<file path="src/rtl/fetch_pkg.sv">
// fetch_pkg: shared defaults, FSM state encoding and instruction buffer entry type
package fetch_pkg;
    localparam logic [31:0] RESET_PC_DEFAULT = 32'h0000_0000;
    localparam int DEPTH_DEFAULT = 2;

    typedef enum logic [1:0] {
        RUN   = 2'd0,
        FULL  = 2'd1,
        REDIR = 2'd2
    } fetch_state_t;

    typedef struct packed {
        logic [31:0] pc;
        logic [31:0] instr;
    } fetch_entry_t;
endpackage

</file>
<file path="src/rtl/fetch_fifo.sv">
// fetch_fifo: DEPTH-entry circular instruction buffer; flush wins over push/pop
module fetch_fifo
    import fetch_pkg::*;
#(
    parameter int DEPTH = DEPTH_DEFAULT,
    parameter int CW = $clog2(DEPTH + 1)
) (
    input  logic         clk,
    input  logic         rst,
    input  logic         flush,
    input  logic         push,
    input  fetch_entry_t data,
    input  logic         pop,
    output logic [CW-1:0] count,
    output fetch_entry_t head
);
    localparam int PW = $clog2(DEPTH);

    logic [PW-1:0] rd_ptr, wr_ptr;
    fetch_entry_t mem [DEPTH];

    function automatic logic [PW-1:0] nxt(input logic [PW-1:0] p);
        return (p == PW'(DEPTH - 1)) ? '0 : p + 1'b1;
    endfunction

    always_ff @(posedge clk or posedge rst) begin
        if (rst) begin
            rd_ptr <= '0;
            wr_ptr <= '0;
            count  <= '0;
        end else if (flush) begin
            rd_ptr <= '0;
            wr_ptr <= '0;
            count  <= '0;
        end else begin
            if (push)
                wr_ptr <= nxt(wr_ptr);
            if (pop)
                rd_ptr <= nxt(rd_ptr);
            count <= count + CW'(push) - CW'(pop);
        end
    end

    always_ff @(posedge clk) begin
        if (push && !flush)
            mem[wr_ptr] <= data;
    end

    assign head = mem[rd_ptr];
endmodule

</file>
<file path="src/rtl/fetch_unit.sv">
// fetch_unit: credit-limited instruction fetch with 1-cycle memory, redirect flush
// and a small decoupling buffer toward decode.
module fetch_unit
    import fetch_pkg::*;
#(
    parameter logic [31:0] RESET_PC = RESET_PC_DEFAULT,
    parameter int DEPTH = DEPTH_DEFAULT
) (
    input  logic        clk,
    input  logic        rst,
    output logic        imem_req,
    output logic [31:0] imem_addr,
    input  logic [31:0] imem_rdata,
    input  logic        redirect_i,
    input  logic [31:0] redirect_pc_i,
    output logic        if_valid,
    output logic [31:0] if_instr,
    output logic [31:0] if_pc,
    input  logic        id_ready
);
    localparam int CW = $clog2(DEPTH + 1);

    fetch_state_t state, state_next;
    logic [31:0] pc, inflight_pc;
    logic inflight, pop, push, credit_ok;
    logic [CW-1:0] count;
    logic [CW:0] occ;
    fetch_entry_t head;

    // Credit counts buffered words plus the outstanding response, minus this cycle's pop.
    always_comb begin
        if_valid = (count != '0) && !redirect_i;
        pop = if_valid && id_ready;
        push = inflight && !redirect_i;
        occ = {1'b0, count} + (CW + 1)'(inflight) - (CW + 1)'(pop);
        credit_ok = occ < (CW + 1)'(DEPTH);
        imem_req = !rst && !redirect_i && (state != REDIR) && credit_ok;
        state_next = redirect_i ? REDIR : (state == REDIR) ? RUN : credit_ok ? RUN : FULL;
    end

    always_ff @(posedge clk or posedge rst) begin
        if (rst) begin
            state <= RUN;
            pc <= RESET_PC;
            inflight <= 1'b0;
            inflight_pc <= '0;
        end else begin
            state <= state_next;
            inflight <= imem_req;
            if (imem_req)
                inflight_pc <= pc;
            pc <= redirect_i ? {redirect_pc_i[31:2], 2'b00} : imem_req ? pc + 32'd4 : pc;
        end
    end

    fetch_fifo #(.DEPTH(DEPTH), .CW(CW)) u_fifo (
        .clk(clk),
        .rst(rst),
        .flush(redirect_i),
        .push(push),
        .data('{pc: inflight_pc, instr: imem_rdata}),
        .pop(pop),
        .count(count),
        .head(head)
    );

    assign imem_addr = pc;
    assign if_instr = if_valid ? head.instr : '0;
    assign if_pc = if_valid ? head.pc : '0;
endmodule

</file>
<file path="config.mk">
export PLATFORM = sky130hd
export DESIGN_NAME = fetch_unit
export DESIGN_NICKNAME = d
export VERILOG_FILES = /design/src/rtl/fetch_pkg.sv /design/src/rtl/fetch_fifo.sv /design/src/rtl/fetch_unit.sv
export SDC_FILE = /design/constraint.sdc
export NUM_CORES = 1
export LEC_CHECK = 0
export CORE_ASPECT_RATIO = 0.8
export CORE_MARGIN = 4
export CORE_UTILIZATION = 68
export DETAILED_ROUTE_END_ITERATION = 12
export DONT_BUFFER_PORTS = 1
export GPL_ROUTABILITY_DRIVEN = 0
export PLACE_DENSITY = 0.94
export SLEW_MARGIN = 30
export SYNTH_ARGS = -nofsm -noshare
export SYNTH_HDL_FRONTEND = slang
export SYNTH_SLANG_ARGS = --single-unit
</file>
<file path="constraint.sdc">
create_clock -name clk -period 9.7 [get_ports clk]
set_clock_uncertainty 0.2 [all_clocks]
set_input_delay 0.97 -clock clk [delete_from_list [all_inputs] [get_ports clk]]
set_output_delay 0.97 -clock clk [all_outputs]
set_load 0.01 [all_outputs]
</file>
Word-level counts from Yosys, hierarchy flattened

Memories as Yosys holds them, arrays and structs flattened.
Cells that the tools add are included.

Register bits: 71
Memory bits (writable): 128
Bits of input ports: 68
Output and inout port bits: 98
Logic and storage cells: 47
Memories: 1

Add/sub/neg operators: 7
$lt $le $gt $ge: 1
Eq/ne operators: 2
Muxes and demuxes: 16
Reduce and logical (&&, ||, !) cells: 13

Memories:

| memory     | words | bits a word | rd ports | clocked after Yosys merged registers in | wr ports | RTL line         | text |
|---|---|---|---|---|---|---|---|
| u_fifo.mem | 2     | 64          | 1        | 0                                       | 1        | fetch_fifo.sv:20 | `fetch_entry_t mem [DEPTH];` |

Operators by type and width:

| kind                    | number |
|---|---|
| $mux W32                | 4 |
| $add A32 B3 Y32 const B | 1 |
| $mux W1                 | 10 |
| $reduce_bool A2 Y1      | 4 |
| $logic_and A1 B1 Y1     | 7 |
| $mux W2                 | 2 |
| $add A2 B1 Y3           | 1 |
| $lt A3 B2 Y1 const B    | 1 |
| $sub A3 B1 Y3           | 1 |
| $add A1 B1 Y1 const B   | 2 |
| $add A2 B1 Y2           | 1 |
| $eq A2 B2 Y1 const B    | 1 |
| $logic_not A1 Y1        | 2 |
| $ne A2 B2 Y1 const B    | 1 |
| $sub A2 B1 Y2           | 1 |

Depth between registers and ports, before layout

Gate-level depths: netlist of run 1.

Depth in word-level cells: 8
Gate-level depth with buffers: 13
Depth with buffers taken out: 11

Modules after synthesis

Synthesis of run 1 repeated with hierarchy kept, for this count alone.

Cells, all modules: 616
Area total of the unflattened synthesis: 8828.5 um2

Modules (own cells, without submodules):

| module     | times used | cells each | area an instance (um2) | seq. area each (um2) |
|---|---|---|---|---|
| fetch_fifo | 1          | 217        | 5034.8                 | 3943.8 |
| fetch_unit | 1          | 399        | 3793.6                 | 1576.5 |

Worst setup path after synthesis of run 1

OpenSTA, ideal clock, no wires.

Path type: in2reg
Start point: in redirect_i
End point: mem u_fifo.mem[0][0] in the netlist's numbering (enable)
Setup time: 0.490 ns
Arrival: 4.271 ns
Data required time: 9.010 ns
Path slack: 4.740 ns
Stages: 4
Buffers on the path: 2
Cell sequence: clkbuf_1 > clkbuf_1 > nor2b_1 > nor2b_1

Cells in the longest elaborated chain, start to end: 5

RTL lines:

| what                              | RTL line                           | text |
|---|---|---|
| start, declared                   | fetch_unit.sv:14                   | `input logic redirect_i,` |
| $logic_not A1 Y1 (*)              | fetch_fifo.sv:45, fetch_unit.sv:34 |  |
| $logic_and A1 B1 Y1               | fetch_unit.sv:34                   | `push = inflight && !redirect_i;` |
| $logic_and A1 B1 Y1 (*)           | fetch_fifo.sv:45                   | `if (push && !flush)` |
| $mux W1 (*)                       | fetch_fifo.sv:45                   |  |
| $mux W1 (implied by the code) (*) | fetch_fifo.sv:46                   | `mem[wr_ptr] <= data;` |
| end, declared                     | fetch_fifo.sv:20                   |  |

Mark *: on every way between the ends. The rest lies on a longest branch, timed or not.

Worst setup path in the final report of run 1

Start point: in redirect_i
End point: out imem_req

Cells in the longest elaborated chain, start to end: 6
Elaborated cells between the ends (all ways): 8
Classes of those cells: add/sub: 1; order compare: 1; reduce/logical: 6

RTL lines:

| what                | RTL line         | text |
|---|---|---|
| $logic_not A1 Y1    | fetch_unit.sv:32 | `if_valid = (count != '0) && !redirect_i;` |
| $logic_and A1 B1 Y1 | fetch_unit.sv:32 |  |
| via if_valid        | fetch_unit.sv:16 | `output logic if_valid,` |
| $logic_and A1 B1 Y1 | fetch_unit.sv:33 | `pop = if_valid && id_ready;` |
| $sub A3 B1 Y3       | fetch_unit.sv:35 | `occ = {1'b0, count} + (CW + 1)'(inflight) - (CW + 1)'(pop);` |
| $lt A3 B2 Y1        | fetch_unit.sv:36 | `credit_ok = occ < (CW + 1)'(DEPTH);` |
| $logic_and A1 B1 Y1 | fetch_unit.sv:37 | `imem_req = !rst && !redirect_i && (state != REDIR) && credit_ok;` |
| end, declared       | fetch_unit.sv:11 | `output logic imem_req,` |

The timed path passes the listed nets, and every way through them passes these cells.

==> impl_metrics.csv, run 1 <==
group,metric,value,unit
status,status,"finished clean",
timing,drv_slew,0,
synthesis,synth_area_leader_cell,"edfxtp_1",
timing,timing.hold.ws,0.2637,ns
clock_tree,clk_latency,0.44,ns
synthesis,yosysTopAreaCellShare,45.93,%
synthesis,synth_most_common_cell,"edfxtp_1",
synthesis,syn_area,8107,um^2
job,cap_violations,0,
clock_tree,clkTransAtPathRegs,0.07,ns
worst_setup_path,path_class,"input pin to output port",
timing,rsz0062_at_grt,"no",
global_route,grt_first_pass_wirelength,26840,um
synthesis,avgSynthCellArea,13.42,um^2
worst_setup_path,worst_setup_path_end_kind,"output port",
detailed_routing,routedWlPerCell,23.06,um
detailed_routing,avgViaCountPerCell,6.692,
timing,setup_tns,0,ns
pwr,p_leak,3.000,nW
synthesis,synthTopCellsByArea,"edfxtp_1 46%, dfrtp_1 21%, mux2i_1 7.9%, mux2_2 4.2%, nor2_1 3.8%",
final_layout,seqCellArea,5404,um^2
detailed_routing,vias,5046,
synthesis,synth_edf_count,124,
timing,period_needed,5.452,ns
timing,hold_viol_final,0,
die,core,11600,um^2
final_layout,drive_above_1_share,13.20,%
worst_setup_path,slowest_delay,0.53,ns
pwr,max-vdd-ir-drop,191.1,uV
clock_tree,cts_max_path_buffers,2,
clock_tree,clock-sinks,191,
die,die_w,130.1,um
placed_design,io_buffers,0,
global_route,track_usage,25.66,%
final_layout,multi_input_area,2535,um^2
worst_setup_path,r2r_end,"imem_addr[21]",
final_layout,syn_to_final_growth,9.122,%
global_route,grt_max_degree,65,
worst_setup_path,crit_fanout,63,
clock_tree,cts_root_buf,"clkbuf_16",
worst_setup_path,crit_slowest_cell,"buf_4",
timing,worst_pin_slew,0.9277,ns
worst_setup_path,reg2reg_slack,4.83,ns
synthesis,postSynthCellCount,604,
die,io_pins,166,
die,die_y,105.7,um
die,dieArea,13740,um^2
global_route,grt_pass1_vias,5104,
final_layout,fin_util,76.23,%
placed_design,place_hpwl,10930,um
global_route,antenna_found_initial,0,
timing,slew_headroom,37.97,%
worst_setup_path,path_cells,"inv_2, o21ai_4, buf_4, inv_1, and2_1, ha_1, nor2b_1, fa_1, nor2_1, nand3_1, nor2_4",
timing,fin_crit_sh,56.20,%
die,initial_utilization,69.85,%
clock_tree,postCtsResizedCells,0,
clock_tree,cts_hold_repair.buffers,0,
detailed_routing,drt_pass1_iterations,6,
worst_setup_path,worstRegToRegCells,11,
worst_setup_path,cp.arrival,4.28,ns
detailed_routing,drt_wl_total,17380,um
final_layout,num-nets-final,666,
detailed_routing,ant_nets,0,
global_route,gr-total-overflow,0,
detailed_routing,drc_errors,0,
worst_setup_path,reg2reg_from,"u_fifo.count[1]",
detailed_routing,drt-initial-drc-count,558,
synthesis,synthArstFlopShare,35.08,%
timing,max_freq,183.4,MHz
synthesis,synth_warnings,0,
worst_setup_path,critPathRequiredTime,8.53,ns
worst_setup_path,cp-start-kind,"input pin",
worst_hold_path,min_path_type,"input pin to async pin",
synthesis,netlist_top_cells_count,"124 x edfxtp_1, 81 x nor2_1, 67 x dfrtp_1, 64 x mux2i_1, 30 x mux2_2",
synthesis,synth_ff_type,"edfxtp_1",
clock_tree,cts_tree,"built",
die,fp-row-count,35,
clock_tree,cts_setup_buffers,0,
final_layout,fillers,666,
synthesis,yosysSeqAreaShare,66.62,%
clock_tree,cts_buffers,17,
timing,setup_violations,0,
clock_tree,htree_levels,4,
final_layout,insertedDiodeCount,0,
pwr,p_per_area,221.8,nW/um^2
synthesis,synth-seq-cells,191,
synthesis,synth_cell_type_count,49,
-- sequential cells by signal, summed over array words and instances (netlist names) --
| register | cells |
|---|---|
| inflight | 1 |
| state | 2 |
| u_fifo.count | 2 |
| u_fifo.wr_ptr | 1 |
| inflight_pc | 30 |
| imem_addr | 30 |
| u_fifo.mem | 124 |
| u_fifo.rd_ptr | 1 |
-- critical path: cells and delay by family --
kind | cells | cell delay, ns
compound gates | 1 | 0.12
fa+ha+maj | 2 | 0.79
buf+inv | 3 | 0.97
simple gates | 5 | 1.36
-- per-layer routing --
| layer | wire [um] | track usage (%) |
|---|---|---|
| met3 | 1905 | 7.852 |
| met2 | 8372 | 40.52 |
| met5 | 0 | 0 |
| met4 | 333 | 10.24 |
| met1 | 6772 | 33.36 |
-- cell type report --
class | count | area share (%)
Sequential cell | 191 | 61.09
Multi-Input combinational cell | 366 | 28.66
Clock buffer | 17 | 4.809
Tap cell | 148 | 2.093
Clock inverter | 15 | 1.966
Timing Repair Buffer | 7 | 0.9618
Inverter | 10 | 0.4243
-- how the worst max path moves through the flow --
stage	slack, ns	from	cells past startpoint	end
after floorplan	4.74	redirect_i	4	u_fifo.mem[0][0]
after global placement	3.43	redirect_i	11	imem_req
after detailed placement	3.23	redirect_i	11	imem_req
after CTS	3.10	redirect_i	11	imem_req
after global routing	4.05	redirect_i	11	imem_req
final	4.25	redirect_i	11	imem_req
-- cell families (layout without fill, tap and decap cells) --
group | count (synthesis) | count (layout) | share of synthesized area, %
buffers and inverters | 50 | 49 | 2.593
XOR/XNOR | 5 | 5 | 0.5403
other | 1 | 4 | 0.04626
flip-flops | 191 | 191 | 66.62
AND/OR/NAND/NOR | 195 | 195 | 12.01
multiplexers | 94 | 94 | 12.07
AO/OA/AOI/OAI | 63 | 63 | 5.263
adder cells (fa/ha/maj) | 5 | 5 | 0.8644
-- metrics by stage --
step | cell area (um^2) | setup slack, ns | cells | power (mW)
after floorplan | 8118 | 4.740 | 607 | 1.209
after global placement | 8199 | 3.432 | 720 | 1.241
after detailed placement | 8199 | 3.233 | 720 | 1.268
after CTS | 8798 | 3.099 | 752 | 1.968
after global routing | 8846 | 4.051 | 754 | 2.034
final | 8846 | 4.248 | 754 | 1.962
-- placed cells by master, fill, tap and decap left out, types with 4 or more instances in the layout --
cell / n
or4_1: 10
nand2_1: 23
conb_1: 4
buf_4: 5
clkbuf_16: 17
nand3_1: 17
dfrtp_1: 66
o21ai_0: 13
or2_2: 4
edfxtp_1: 124
inv_1: 8
mux2_2: 30
nand4_1: 15
nor2_1: 80
or3_1: 6
nor3_1: 4
mux2i_1: 64
o311ai_1: 6
nor2b_1: 9
inv_6: 5
nand2b_1: 5
o31ai_1: 8
a21oi_1: 6
a31oi_1: 11
ha_1: 4
and4_1: 6
o211ai_1: 6
-- power breakdown --
part,internal [mW],leakage (nW),switching (mW)
Combinational,0.0890,0.820,0.0978
Sequential,0.982,1.89,0.0880
Clock,0.389,0.289,0.317
(Power assumes the default switching activity.)
==> run 2: changes to the inputs <==
--- a/config.mk
+++ b/config.mk
@@ -7,11 +7,11 @@
 export LEC_CHECK = 0
 export CORE_ASPECT_RATIO = 0.8
 export CORE_MARGIN = 4
-export CORE_UTILIZATION = 68
+export CORE_UTILIZATION = 57
 export DETAILED_ROUTE_END_ITERATION = 12
 export DONT_BUFFER_PORTS = 1
 export GPL_ROUTABILITY_DRIVEN = 0
-export PLACE_DENSITY = 0.94
+export PLACE_DENSITY = 0.85
 export SLEW_MARGIN = 30
 export SYNTH_ARGS = -nofsm -noshare
 export SYNTH_HDL_FRONTEND = slang
==> constraint.sdc (replaced) <==
create_clock -name clk -period 4.65 [get_ports clk]
set_clock_uncertainty 0.2 [all_clocks]
set_input_delay 0.465 -clock clk [delete_from_list [all_inputs] [get_ports clk]]
set_output_delay 0.465 -clock clk [all_outputs]
set_load 0.01 [all_outputs]
==> run 2 against run 1 <==
Via count is 3.3% higher; sequential power is 110% higher; sequential share of layout area down 3.9 points; largest cell class unchanged.
==> impl_metrics.csv, run 2 (synthesis gave the netlist of run 1 again) <==
group,metric,value,unit
final_layout,largest_reg_flops,124,
detailed_routing,vias,5211,
die,dieArea,16210,um^2
timing,max_freq,250.3,MHz
global_route,grt_pass1_vias,5141,
clock_tree,htree_levels,4,
clock_tree,cts_setup_buffers,0,
final_layout,syn_to_final_growth,16.59,%
timing,drv_slew,0,
pwr,p_per_area,438.6,nW/um^2
final_layout,mostFrequentLayoutCells,"124 x edfxtp_1, 80 x nor2_1, 66 x dfrtp_1",
clock_tree,cts_max_path_buffers,2,
timing,setup_tns,0,ns
final_layout,fillers,942,
detailed_routing,routedWlPerCell,21.14,um
global_route,antenna_found_initial,0,
timing,worst_slack,0.6553,ns
die,core,13740,um^2
worst_setup_path,critPathRequiredTime,4.79,ns
timing,worst_pin_slew,0.8951,ns
clock_tree,clk_latency,0.42,ns
placed_design,io_buffers,0,
die,io_pins,166,
worst_hold_path,min_path_type,"input pin to flip-flop",
final_layout,seqCellArea,5404,um^2
worst_setup_path,crit_fanout,18,
worst_setup_path,crit_end,"imem_addr[14]",
clock_tree,clock-sinks,191,
die,die_y,114.7,um
final_layout,top_register,"u_fifo.mem",
global_route,track_usage,22.57,%
clock_tree,cts_tree,"built",
worst_setup_path,worstRegToRegCells,10,
worst_setup_path,crit_start,"u_fifo.count[1]",
timing,slew_headroom,40.15,%
clock_tree,clkTransAtPathRegs,0.06,ns
final_layout,multi_input_area,2535,um^2
timing,hold_viol_final,0,
worst_setup_path,cp-start-kind,"flip-flop",
worst_setup_path,path_class,"flip-flop to flip-flop",
placed_design,dpl_worst_slack,0.7186,ns
pwr,p_leak,3.241,nW
job,cap_violations,0,
detailed_routing,ant_nets,0,
pwr,max-vdd-ir-drop,255.2,uV
global_route,gr-total-overflow,0,
timing,period_needed,3.995,ns
placed_design,place_hpwl,11540,um
detailed_routing,avgViaCountPerCell,6.167,
die,die_w,141.3,um
final_layout,num-nets-final,725,
die,initial_utilization,59.00,%
placed_design,dp_cells,758,
final_layout,instances_no_fill,845,
global_route,grt_first_pass_wirelength,27920,um
detailed_routing,drt_wl_total,17870,um
clock_tree,postCtsResizedCells,0,
worst_setup_path,reg2reg_from,"u_fifo.count[1]",
final_layout,mostFrequentLayoutCell,"edfxtp_1",
timing,setup_violations,0,
worst_setup_path,cp.arrival,4.14,ns
worst_setup_path,r2r_end,"imem_addr[14]",
worst_setup_path,reg2reg_slack,0.66,ns
detailed_routing,drt_pass1_iterations,6,
final_layout,drive_above_1_share,11.88,%
status,status,"finished clean",
clock_tree,cts_buffers,17,
timing,fin_crit_sh,85.91,%
final_layout,insertedDiodeCount,0,
die,fp-row-count,38,
detailed_routing,drt-initial-drc-count,438,
timing,rsz0062_at_grt,"no",
detailed_routing,drc_errors,0,
global_route,grt_max_degree,63,
clock_tree,cts_root_buf,"clkbuf_16",
worst_setup_path,worst_setup_path_end_kind,"flip-flop",
## run 2: cell types whose count changed in the layout (fill, tap and decap cells not counted)
cell | previous run | this run
inv_8 | 3 | 0
clkbuf_1 | 0 | 4
dlygate4sd3_1 | 0 | 55
clkinvlp_2 | 0 | 1
clkinv_4 | 2 | 1
bufinv_16 | 2 | 4
buf_4 | 5 | 10
clkinv_1 | 1 | 2
inv_6 | 5 | 1
clkinvlp_4 | 2 | 1
inv_2 | 2 | 1
clkinv_2 | 0 | 2
buf_16 | 1 | 0
## run 2: worst max-delay path: stages (launching register included)
cell	delay, ns
dfrtp_1	0.44
o21ai_4	0.16
inv_1	0.07
and2_1	0.19
ha_1	0.31
nor2b_1	0.06
fa_1	0.39
xor2_1	0.41
nand4_1	0.81
or4_1	0.70
a31oi_1	0.17
## run 2: repair_timing
action	4_1_cts	5_1_grt
endpoints found under the hold margin	107	0
setup endpoints to repair	0	0
hold buffers	55	0
## run 2: stage by stage
stage	instance area, um^2	power, mW	hold slack [ns]	util, %
global placement	8277	2.605	0.1468	60.23
CTS	9452	4.171	0.001508	68.79
floorplan	8118	2.521	0.2382	-
global route	9452	4.311	0.002824	68.79
finish	9452	4.146	0.01908	68.79
detailed placement	8297	2.655	0.1588	60.38
## run 2: routing by layer
metal  global-route usage, %  vias up  wire length [um]
met5                       0        -                 0
met3                   7.808       34              1896
met2                   35.26      302              8300
li1                        -     2350                 -
met1                   30.30     2525              7401
met4                   6.649        0               267
## run 2: power breakdown
group | total (mW) | switching, mW | internal, mW
Clock | 1.48 | 0.580 | 0.897
Sequential | 2.23 | 0.184 | 2.05
Combinational | 0.435 | 0.218 | 0.217
Total | 4.15 | 0.982 | 3.16
## run 2: worst min-delay path by stage
stage | startpoint | endpoint | slack (ns) | cells after the start
final | redirect_pc_i[8] | imem_addr[8] | 0.02 | 2
after floorplan | inflight_pc[2] | u_fifo.mem[0][34] | 0.24 | 0
after global placement | rst | imem_addr[3] | 0.15 | 1
after CTS | redirect_i | inflight | 0.002 | 1
after global routing | redirect_i | inflight | 0.003 | 1
after detailed placement | rst | imem_addr[2] | 0.16 | 1
## run 2: cell type report
type | instances | share of cell area (%)
inverter | 10 | 0.3971
timing repair buffer | 66 | 6.831
multi-input combinational | 366 | 26.82
clock buffer | 21 | 4.660
tap | 180 | 2.383
sequential | 191 | 57.18
clock inverter | 11 | 1.734
==> run 3: changes to the inputs <==
--- a/config.mk
+++ b/config.mk
@@ -5,6 +5,8 @@
 export SDC_FILE = /design/constraint.sdc
 export NUM_CORES = 1
 export LEC_CHECK = 0
+export ABC_AREA = 1
+export ABC_CLOCK_PERIOD_IN_PS = 4650
 export CORE_ASPECT_RATIO = 0.8
 export CORE_MARGIN = 4
 export CORE_UTILIZATION = 57
@@ -12,6 +14,7 @@
 export DONT_BUFFER_PORTS = 1
 export GPL_ROUTABILITY_DRIVEN = 0
 export PLACE_DENSITY = 0.85
+export RECOVER_POWER = 100
 export SLEW_MARGIN = 30
 export SYNTH_ARGS = -nofsm -noshare
 export SYNTH_HDL_FRONTEND = slang
==> run 3 against run 2 <==
Clock-buffer cell count is 2 lower; cell count rose by 32%; the flow now finishes with violations (max-capacitance violations, max-slew violations); power about the same; fmax fell by 1.0%; largest power group unchanged.
==> impl_metrics.csv, run 3 <==
group,metric,value,unit
status,status,"finished, violations left",
status,violations,"max-capacitance violations, max-slew violations",
timing,worst_pin_slew,2.555,ns
synthesis,synth_ff_type,"edfxtp_1",
synthesis,synth_area_leader_cell,"edfxtp_1",
worst_setup_path,worst_setup_path_end_kind,"output port",
timing,setup_violations,0,
global_route,top_usage_layer,"met2",
synthesis,avgSynthCellArea,10.32,um^2
die,dieArea,17440,um^2
clock_tree,cts_root_buf,"clkbuf_16",
final_layout,syn_to_final_growth,13.56,%
final_layout,num-nets-final,966,
timing,setup_tns,0,ns
global_route,track_usage,22.48,%
final_layout,stdcell_area,9957,um^2
worst_setup_path,critPathRequiredTime,3.98,ns
global_route,grt_first_pass_wirelength,30830,um
global_route,antenna_found_initial,0,
final_layout,top_register,"u_fifo.mem",
synthesis,synthTopCellsByArea,"edfxtp_1 42%, dfrtp_1 19%, nand2_1 10%, mux2_2 8.0%, inv_1 5.2%",
placed_design,io_buffers,0,
pwr,p_leak,4.435,nW
worst_setup_path,cp.arrival,3.37,ns
timing,slew_headroom,-70.94,%
worst_setup_path,path_class,"flip-flop to output port",
clock_tree,clock-sinks,191,
synthesis,syn_area,8768,um^2
die,initial_utilization,58.21,%
final_layout,mostFrequentLayoutCells,"239 x nand2_1, 124 x edfxtp_1, 123 x inv_1",
clock_tree,cts_max_path_buffers,2,
clock_tree,postCtsResizedCells,0,
die,die_w,146.7,um
timing,rsz0062_at_grt,"no",
clock_tree,htree_levels,4,
job,cap_violations,4,
clock_tree,clk_latency,0.43,ns
synthesis,netlist_top_cells_count,"239 x nand2_1, 124 x edfxtp_1, 122 x inv_1, 77 x nand3_1, 67 x dfrtp_1",
worst_setup_path,cp-start-kind,"flip-flop",
die,die_y,118.9,um
timing,max_freq,247.7,MHz
placed_design,place_hpwl,12170,um
detailed_routing,avgViaCountPerCell,5.336,
final_layout,drive_above_1_share,13.13,%
die,fp-row-count,40,
global_route,gr-usage-met2,34.45,%
synthesis,synth_most_common_cell,"nand2_1",
final_layout,insertedDiodeCount,0,
clock_tree,clkTransAtPathRegs,0.07,ns
final_layout,fillers,1146,
synthesis,synth_cell_type_count,31,
worst_hold_path,min_path_type,"input pin to flip-flop",
detailed_routing,drc_errors,0,
detailed_routing,drt_wl_total,19030,um
pwr,max-vdd-ir-drop,340.7,uV
timing,fin_crit_sh,86.82,%
global_route,use_met1,31.49,%
synthesis,synthArstFlopShare,35.08,%
synthesis,postSynthCellCount,850,
final_layout,largest_reg_flops,124,
synthesis,yosysTopAreaCellShare,42.47,%
timing,period_needed,4.037,ns
pwr,p_per_area,416.0,nW/um^2
final_layout,mostFrequentLayoutCell,"nand2_1",
synthesis,yosysSeqAreaShare,61.59,%
synthesis,synth-seq-cells,191,
worst_setup_path,crit_fanout,33,
global_route,grt_pass1_vias,5889,
global_route,gr-total-overflow,0,
detailed_routing,drt-initial-drc-count,392,
timing,drv_slew,142,
detailed_routing,ant_nets,0,
clock_tree,cts_tree,"built",
die,core,15060,um^2
synthesis,synth_edf_count,124,
timing,hold_viol_final,0,
clock_tree,cts_buffers,17,
detailed_routing,drt_pass1_iterations,4,
global_route,grt_max_degree,64,
die,io_pins,166,
synthesis,synth_warnings,0,
detailed_routing,routedWlPerCell,17.05,um
global_route,met3_usage,5.363,%
placed_design,dpl-instance-area,8909,um^2
detailed_routing,vias,5955,
## run 3: changes by cell type in the layout (fill, tap and decap cells not counted), moves of 32 or more
cell	previous run	this run
nand2_1	23	239
inv_1	8	123
mux2i_1	64	0
nand3_1	17	77
nor2_1	80	39
mux2_2	30	62
## run 3: final timing paths
path | from | end | slack, ns | cells past startpoint
worst min-delay path | redirect_i | imem_addr[23] | 0.03 | 4
worst max-delay path | u_fifo.count[1] | imem_req | 0.61 | 10
worst max register to register | u_fifo.count[1] | imem_addr[20] | 0.88 | 14
min in group asynchronous | rst | state[1] | 0.42 | 2
worst min register to register | inflight_pc[13] | u_fifo.mem[0][45] | 0.27 | 0
max in group asynchronous | rst | imem_addr[9] | 1.01 | 3
## run 3: logic make-up after synthesis
| family | share of synthesized area [%] |
|---|---|
| fa+ha+maj | 0.7991 |
| mux | 7.962 |
| buf+inv | 7.748 |
| compound gates | 3.039 |
| other cells | 0.04277 |
| flops | 61.59 |
| simple gates | 18.42 |
| xor+xnor | 0.3996 |
## run 3: metrics by stage
step | util [%] | power (mW) | std cells | worst slack [ns] | hold WS (ns)
2_1_floorplan | - | 2.540 | 853 | 0.5825 | 0.2424
3_3_place_gp | 59.14 | 2.639 | 1034 | 1.302 | 0.1650
3_5_place_dp | 59.14 | 2.666 | 1034 | 1.251 | 0.1768
4_1_cts | 66.42 | 4.161 | 1116 | 0.7226 | 0.01827
5_1_grt | 66.10 | 4.316 | 1116 | 0.3234 | 0.03209
6_report | 66.10 | 4.142 | 1116 | 0.6130 | 0.02696
## run 3: cell type report
type | count | area (um^2) | share of cell area, %
clock buffers | 19 | 432.9 | 4.348
clock inverters | 13 | 163.9 | 1.646
flip-flops and latches | 191 | 5400 | 54.23
inverters | 125 | 469.2 | 4.712
repair buffers | 57 | 536.8 | 5.391
multi-input cells | 501 | 2691 | 27.03
well taps | 210 | 262.8 | 2.639
## run 3: critical path: stages, from the launching register on
cell and delay (ns):
dfrtp_1 0.35, inv_1 0.10, a21oi_1 0.25, nand2_1 0.13
inv_1 0.10, ha_1 0.25, nor2_1 0.14, fa_1 0.43
a21oi_1 0.19, nand2_2 0.35, inv_2 0.63
## run 3: metal layers
metal | vias up | wire (um)
li1 | 2835 | -
met5 | - | 0
met1 | 2847 | 8543
met2 | 252 | 8712
met3 | 21 | 1464
met4 | 0 | 306
## run 3: report_power, final
| group | total (mW) | leakage (nW) | internal, mW | switching (mW) |
|---|---|---|---|---|
| sequential | 2.22 | 1.96 | 2.03 | 0.190 |
| clock | 1.47 | 0.288 | 0.848 | 0.618 |
| combinational | 0.459 | 2.18 | 0.183 | 0.276 |
| total | 4.14 | 4.44 | 3.06 | 1.08 |
## run 3: what timing repair did
| item | 4_1_cts | 5_1_grt |
|---|---|---|
| hold endpoints to repair | 103 | 0 |
| buffers inserted | 0 | 0 |
| hold buffers | 50 | 0 |
